**config.mk**
```make
export PLATFORM = sky130hd
export DESIGN_NAME = carry_pipe_adder
export DESIGN_NICKNAME = d
export VERILOG_FILES = /design/src/rtl/carry_pipe_adder.sv
export SDC_FILE = /design/constraint.sdc
export NUM_CORES = 1
export LEC_CHECK = 0
export CAP_MARGIN = 20
export CORE_MARGIN = 8
export CORE_UTILIZATION = 45
export DETAILED_ROUTE_END_ITERATION = 10
export GPL_TIMING_DRIVEN = 0
export PLACE_DENSITY = 0.69
export SYNTH_ARGS = -nofsm -noshare
export SYNTH_HDL_FRONTEND = slang
export SYNTH_SLANG_ARGS = --single-unit
```
**constraint.sdc**
```tcl
create_clock -name clk -period 3.5 [get_ports clk]
set_clock_uncertainty 0.05 [all_clocks]
set_input_delay 0.7 -clock clk [delete_from_list [all_inputs] [get_ports clk]]
set_output_delay 0.7 -clock clk [all_outputs]
set_load 0.03 [all_outputs]
```
**src/rtl/carry_pipe_adder.sv**
```systemverilog
// carry_pipe_adder: pipelined carry-select adder with valid/ready; CARRY_PIPE_ADDER_OVF_EN adds registered signed overflow
module carry_pipe_adder #(
  parameter int WIDTH  = 64,
  parameter int STAGES = 4
) (
  input  logic             clk,
  input  logic             rst,
  input  logic             in_valid_i,
  output logic             in_ready_o,
  input  logic [WIDTH-1:0] a_i,
  input  logic [WIDTH-1:0] b_i,
  input  logic             cin_i,
  output logic             out_valid_o,
  input  logic             out_ready_i,
  output logic [WIDTH-1:0] sum_o,
  output logic             cout_o
`ifdef CARRY_PIPE_ADDER_OVF_EN
  ,
  output logic             ovf_o
`endif
);
  localparam int SEG = WIDTH / STAGES;
  localparam int AW  = (STAGES > 1) ? (STAGES - 1) * WIDTH / 2 : 1;
  localparam int SW  = SEG * STAGES * (STAGES + 1) / 2;
  // Operand remainders and partial sums shrink/grow per stage, packed back to back
  function automatic int aoff(input int k);
    return k * WIDTH - SEG * k * (k + 1) / 2;
  endfunction
  function automatic int soff(input int k);
    return SEG * k * (k + 1) / 2;
  endfunction
  function automatic logic [SEG:0] seg_add(input logic [SEG-1:0] x, input logic [SEG-1:0] y, input logic ci);
    logic [SEG-1:0] s;
    logic           c;
    logic [4:0]     r0, r1;
    s = '0;
    c = ci;
    for (int i = 0; i < SEG / 4; i++) begin
      r0 = {1'b0, x[4*i +: 4]} + {1'b0, y[4*i +: 4]};
      r1 = r0 + 5'd1;
      s[4*i +: 4] = c ? r1[3:0] : r0[3:0];
      c = c ? r1[4] : r0[4];
    end
    return {c, s};
  endfunction
  logic                adv;
  logic [STAGES-1:0]   v_q, v_d, c_q, c_d;
  logic [AW-1:0]       a_q, a_d, b_q, b_d;
  logic [SW-1:0]       s_q, s_d;
`ifdef CARRY_PIPE_ADDER_OVF_EN
  logic                ovf_d, ovf_q;
`endif
  assign adv         = ~v_q[STAGES-1] | out_ready_i;
  assign in_ready_o  = adv;
  assign out_valid_o = v_q[STAGES-1];
  assign sum_o       = s_q[soff(STAGES-1) +: WIDTH];
  assign cout_o      = c_q[STAGES-1];
  for (genvar k = 0; k < STAGES; k++) begin : g_stage
    localparam int IW = WIDTH - k * SEG;
    logic [IW-1:0] ia, ib;
    logic          ci, vi;
    logic [SEG:0]  r;
    if (k == 0) begin : g_head
      assign ia = a_i;
      assign ib = b_i;
      assign ci = cin_i;
      assign vi = in_valid_i;
      assign s_d[0 +: SEG] = r[SEG-1:0];
    end else begin : g_body
      assign ia = a_q[aoff(k-1) +: IW];
      assign ib = b_q[aoff(k-1) +: IW];
      assign ci = c_q[k-1];
      assign vi = v_q[k-1];
      assign s_d[soff(k) +: (k+1)*SEG] = {r[SEG-1:0], s_q[soff(k-1) +: k*SEG]};
    end
    assign r      = seg_add(ia[SEG-1:0], ib[SEG-1:0], ci);
    assign v_d[k] = vi;
    assign c_d[k] = r[SEG];
    if (k < STAGES - 1) begin : g_rem
      assign a_d[aoff(k) +: IW-SEG] = ia[IW-1:SEG];
      assign b_d[aoff(k) +: IW-SEG] = ib[IW-1:SEG];
    end
`ifdef CARRY_PIPE_ADDER_OVF_EN
    if (k == STAGES - 1) begin : g_ovf
      assign ovf_d = ia[SEG-1] ^ ib[SEG-1] ^ r[SEG-1] ^ r[SEG];
    end
`endif
  end
  always_ff @(posedge clk) begin
    if (rst) begin
      v_q <= '0;
      c_q <= '0;
      a_q <= '0;
      b_q <= '0;
      s_q <= '0;
    end else if (adv) begin
      v_q <= v_d;
      c_q <= c_d;
      a_q <= a_d;
      b_q <= b_d;
      s_q <= s_d;
    end
  end
`ifdef CARRY_PIPE_ADDER_OVF_EN
  always_ff @(posedge clk) begin
    if (rst) ovf_q <= 1'b0;
    else if (adv) ovf_q <= ovf_d;
  end
  assign ovf_o = ovf_q;
`endif
endmodule

```
# [Word-level counts from Yosys, hierarchy flattened]
# Index checks and enable logic that the tools add are counted.
[word_totals] in_bits=133 regBits=360
[classes] addsub=32 bitwise_logic=2 mux=32
[ops] cell="4-bit by 4-bit adder with 5-bit output" count=16
[ops] cell="5-bit by 1-bit adder with 5-bit output (second input constant)" count=16
[ops] cell="4-bit 2-to-1 mux" count=16
[ops] cell="1-bit 2-to-1 mux" count=16
[ops] cell="1-bit inverter" count=1
[ops] cell="1-bit bitwise OR" count=1

# [Depth between registers and ports, before layout]
[logic_depth] depth_word=6 mapped_depth=12

# [Worst setup path after synthesis]
# OpenSTA, ideal clock, no wires.
[synth_path] path_type="in2reg" start="input port a_i[0]" end="register s_q[15]" required_ns=3.359 arrival_time_ns=3.277 cell_stages=11 path_buffers=0 setup_slack_ns=0.082 path_cell_list="ha_1 > fa_1 > ha_1 > nand2_1 > nor3_1 > a32oi_1 > a211oi_1 > mux2i_1 > xnor2_1 > nand3_1 > a311oi_1"
[synth_via] elab_chain_len=6
[synth_rtl] element="start, declared" line="10" text="input logic [WIDTH-1:0] a_i,"
[synth_rtl] element="4-bit by 4-bit adder with 5-bit output (*)" line="39" text="r0 = {1'b0, x[4*i +: 4]} + {1'b0, y[4*i +: 4]};"
[synth_rtl] element="5-bit by 1-bit adder with 5-bit output" line="40" text="r1 = r0 + 5'd1;"
[synth_rtl] element="1-bit 2-to-1 mux (*) (3 in a row)" line="42" text="c = c ? r1[4] : r0[4];"
[synth_rtl] element="4-bit 2-to-1 mux (*)" line="41" text="s[4*i +: 4] = c ? r1[3:0] : r0[3:0];"
[synth_rtl] element="end signal, assigned" line="95" text="s_q <= '0;"
[synth_rtl] element="end signal, assigned" line="101" text="s_q <= s_d;"
[synth_rtl] element="end, declared" line="49" text="logic [SW-1:0] s_q, s_d;"
# Mark *: on every way between the ends. The rest lies on a longest branch, timed or not.
# A chain may end at the register's enable or synchronous reset.

# [Worst setup path in the final report]
[layout_path] start="register b_q[0]" end="register s_q[47]"
[layout_via] elab_chain_len=6
[layout_rtl] element="start, declared" line="48" text="logic [AW-1:0] a_q, a_d, b_q, b_d;"
[layout_rtl] element="start signal, assigned" line="94" text="b_q <= '0;"
[layout_rtl] element="start signal, assigned" line="100" text="b_q <= b_d;"
[layout_rtl] element="4-bit by 4-bit adder with 5-bit output (*)" line="39"
[layout_rtl] element="5-bit by 1-bit adder with 5-bit output" line="40"
[layout_rtl] element="1-bit 2-to-1 mux (*) (3 in a row)" line="42"
[layout_rtl] element="4-bit 2-to-1 mux (*)" line="41"
# Marked as above.

==> results_dict.tcl <==
set metrics [dict create \
    avgSynthCellArea_um2 8.12 \
    synthesis.area_um2 16200 \
    async_flop_share_pct 0 \
    drtAntennaViolNets 0 \
    irDropWorstVdd_mv 0.324 \
    crit_path_start_kind "register" \
    final_nets 2480 \
    layout_commonest_cell "nand2_1" \
    cts.path.max_buffers 3 \
    drtIter0Drc 856 \
    synth_warnings 0 \
    grt_start_max_net_pins 20 \
    power_mw 9.60 \
    rsz0062_at_grt "true" \
    cts-hold-fix-buffers 0 \
    cp-startpoint "b_q[0]" \
    post-route-util_pct 57.2 \
    postSynthCellCount 2000 \
    outcome "complete, no violations" \
    yosys.area_share.simple_pct 19.9 \
    synth_compound_gate_area_share_pct 16.4 \
    fmax_mhz 289 \
    tightest_slew_ns 1.02 \
    die_w_um 206 \
    dieArea_um2 42400 \
    setup_viol 0 \
    syn_to_final_growth_pct 25.4 \
    clk_latency_ns 0.53 \
    crit_required_ns 3.90 \
    wirelength_um 44200 \
    p_leak_nw 8.33 \
    final_area_um2 20400 \
    slew_violations 0 \
    synth_fa_ha_area_share_pct 8.14 \
    fin_tns_setup_ns 0 \
    reg2reg_to "s_q[47]" \
    drive_gt1_share_pct 8.13 \
    synth-main-ff-cell "dfxtp_1" \
    cts-root-buf "clkbuf_16" \
    grt_pass1_wl_um 69100 \
    overflow 0 \
    hold_ws_ns 0.390 \
    coreArea_um2 35600 \
    synth_seq_cells 360 \
    min_path_cells 2 \
    rows 69 \
    dpl.hpwl_um 33800 \
    gp_congestion 0.895 \
    worst-path-max-fanout 5 \
    vias 14000 \
    cp.arrival_ns 3.86 \
    antenna_found_initial 1 \
    fin_crit_ns 3.46 \
    portBuffers 199 \
    route.detailed.drc 0 \
    cts.clk_slew.worst_paths_ns 0.07 \
    synth_edf_count 0 \
    ios 200 \
    rr_worst_depth 11 \
    r2r-start "b_q[0]" \
    rrSetupSlack_ns 0.04 \
    pwr_density_cell_nw_per_um2 472 \
    synth.distinct_cells 64 \
    synth_top_family_by_area "simple AND/OR/NAND/NOR gates" \
    crit_end "s_q[47]" \
    cts.sink_count 360 \
    synth_xor_area_share_pct 3.98 \
    syn-num-nets 2229 \
    htreeDepth 2 \
    slew_headroom_pct 31.7 \
    finalCritPeriodShare_pct 98.9 \
    hold_viol 0 \
    max_cap_violations 0 \
    cts_tree "done" \
    mostFrequentLayoutCells "nand2_1, dfxtp_1, a21oi_1" \
    die_height_um 206 \
    first_pass_iters 5 \
    grt_usage_pct 20.1 \
    initial_core_util_pct 45.6 \
    wl_per_cell_um 16.1 \
    synth.mux.area_fraction_pct 1.13 \
    cts_buffers 37 \
    ys_seq_area_share_pct 44.4 \
    endpoint_kind "register" \
    place_area_um2 18800 \
    viasPerCell 5.13 \
    worstSetupPathType "register to register" \
    hp-class "register to register" \
    first_global_vias 13700 \
]
## synth_stat cells (all sizes together), types with 10 or more instances
cell | instances | share of area [%]
dfxtp | 360 | 44
mux2i | 16 | 0.99
xnor2 | 44 | 2.5
and3 | 10 | 0.42
a21oi | 340 | 11
nand2 | 636 | 15
clkbuf | 109 | 2.5
buf | 79 | 3.4
a21o | 36 | 1.7
fa | 16 | 2.0
nand3 | 26 | 0.80
nand4 | 13 | 0.50
o21ai | 11 | 0.34
nor2 | 60 | 1.4
a211oi | 41 | 1.9
ha | 80 | 6.2
xor2 | 28 | 1.5
## routing by layer
metal | share of wire (%) | vias up | global-route usage (%)
met3 | 4.7 | 85 | 2.98
met4 | 3.1 | 0 | 7.22
met1 | 45 | 6500 | 25.3
met2 | 48 | 293 | 34.5
li1 | - | 7161 | -
met5 | 0 | - | 0
## timing repair
item                       4_1_cts  5_1_grt
gates resized for setup          8       40
setup endpoints to repair        8       15
setup buffers                    0       15
pin swaps                        2       23
cloned                           0        0
hold endpoints to repair         0        0
## worst max-delay path: stages, from the launching register on
cell and delay, ns:
dfxtp_1 0.33, ha_2 0.19, fa_1 0.59, ha_2 0.20, nand2_1 0.08, or4_1 0.42, mux2i_1 0.24, o311a_4 0.27
xnor2_4 0.16, a21oi_4 0.09, or4_1 0.52, a311oi_2 0.24
## sequential cells by signal (all words and copies together), names as in the netlist
register and count:
s_q 160, v_q 4, a_q 96, c_q 4
b_q 96
## logic make-up (layout without fill, tap and decap cells)
| kind of cell | after synthesis | in the layout |
|---|---|---|
| and+or+nand+nor | 795 | 795 |
| AOI/OAI and AO/OA | 466 | 466 |
| DFF | 360 | 360 |
| buffers and inverters | 193 | 469 |
| adders and majority gates | 96 | 96 |
| xor gates and xnor gates | 72 | 72 |
| muxes | 18 | 18 |
| other | 0 | 1 |
## cell type report
cell class                 instances  area (um^2)
antenna                            1         2.50
clock buffer                      53         1090
buffer                           186          941
timing repair buffer             214         2100
fill                            3295        15200
multi-input combinational       1447         8300
inverter                           5         18.8
clock inverter                    11          116
tap                              461          577
sequential                       360         7210
## power breakdown
part	switching (mW)	leakage (nW)	internal, mW	total, mW
combinational	0.629	4.78	0.562	1.19
sequential	0.147	2.96	4.34	4.49
clock	1.61	0.586	2.31	3.92
## stage by stage
| stage | setup WS [ns] | cells |
|---|---|---|
| 6_report | 0.0375 | 2738 |
| 5_1_grt | -0.0870 | 2738 |
| 4_1_cts | 0.00692 | 2723 |
| 3_5_place_dp | -0.834 | 2660 |
| 3_3_place_gp | -0.763 | 2660 |
| 2_1_floorplan | 0.0816 | 2000 |
## how the worst min path moves through the flow
stage                  start  slack, ns       end
detailed placement   a_q[40]       0.39   a_q[40]
global placement    s_q[130]       0.39  s_q[130]
CTS                  s_q[92]       0.40  s_q[140]
floorplan            a_q[16]       0.38   a_q[16]
global route         s_q[92]       0.41  s_q[140]
finish               s_q[92]       0.39  s_q[140]
Note: power is estimated with default switching activity, not from simulation.
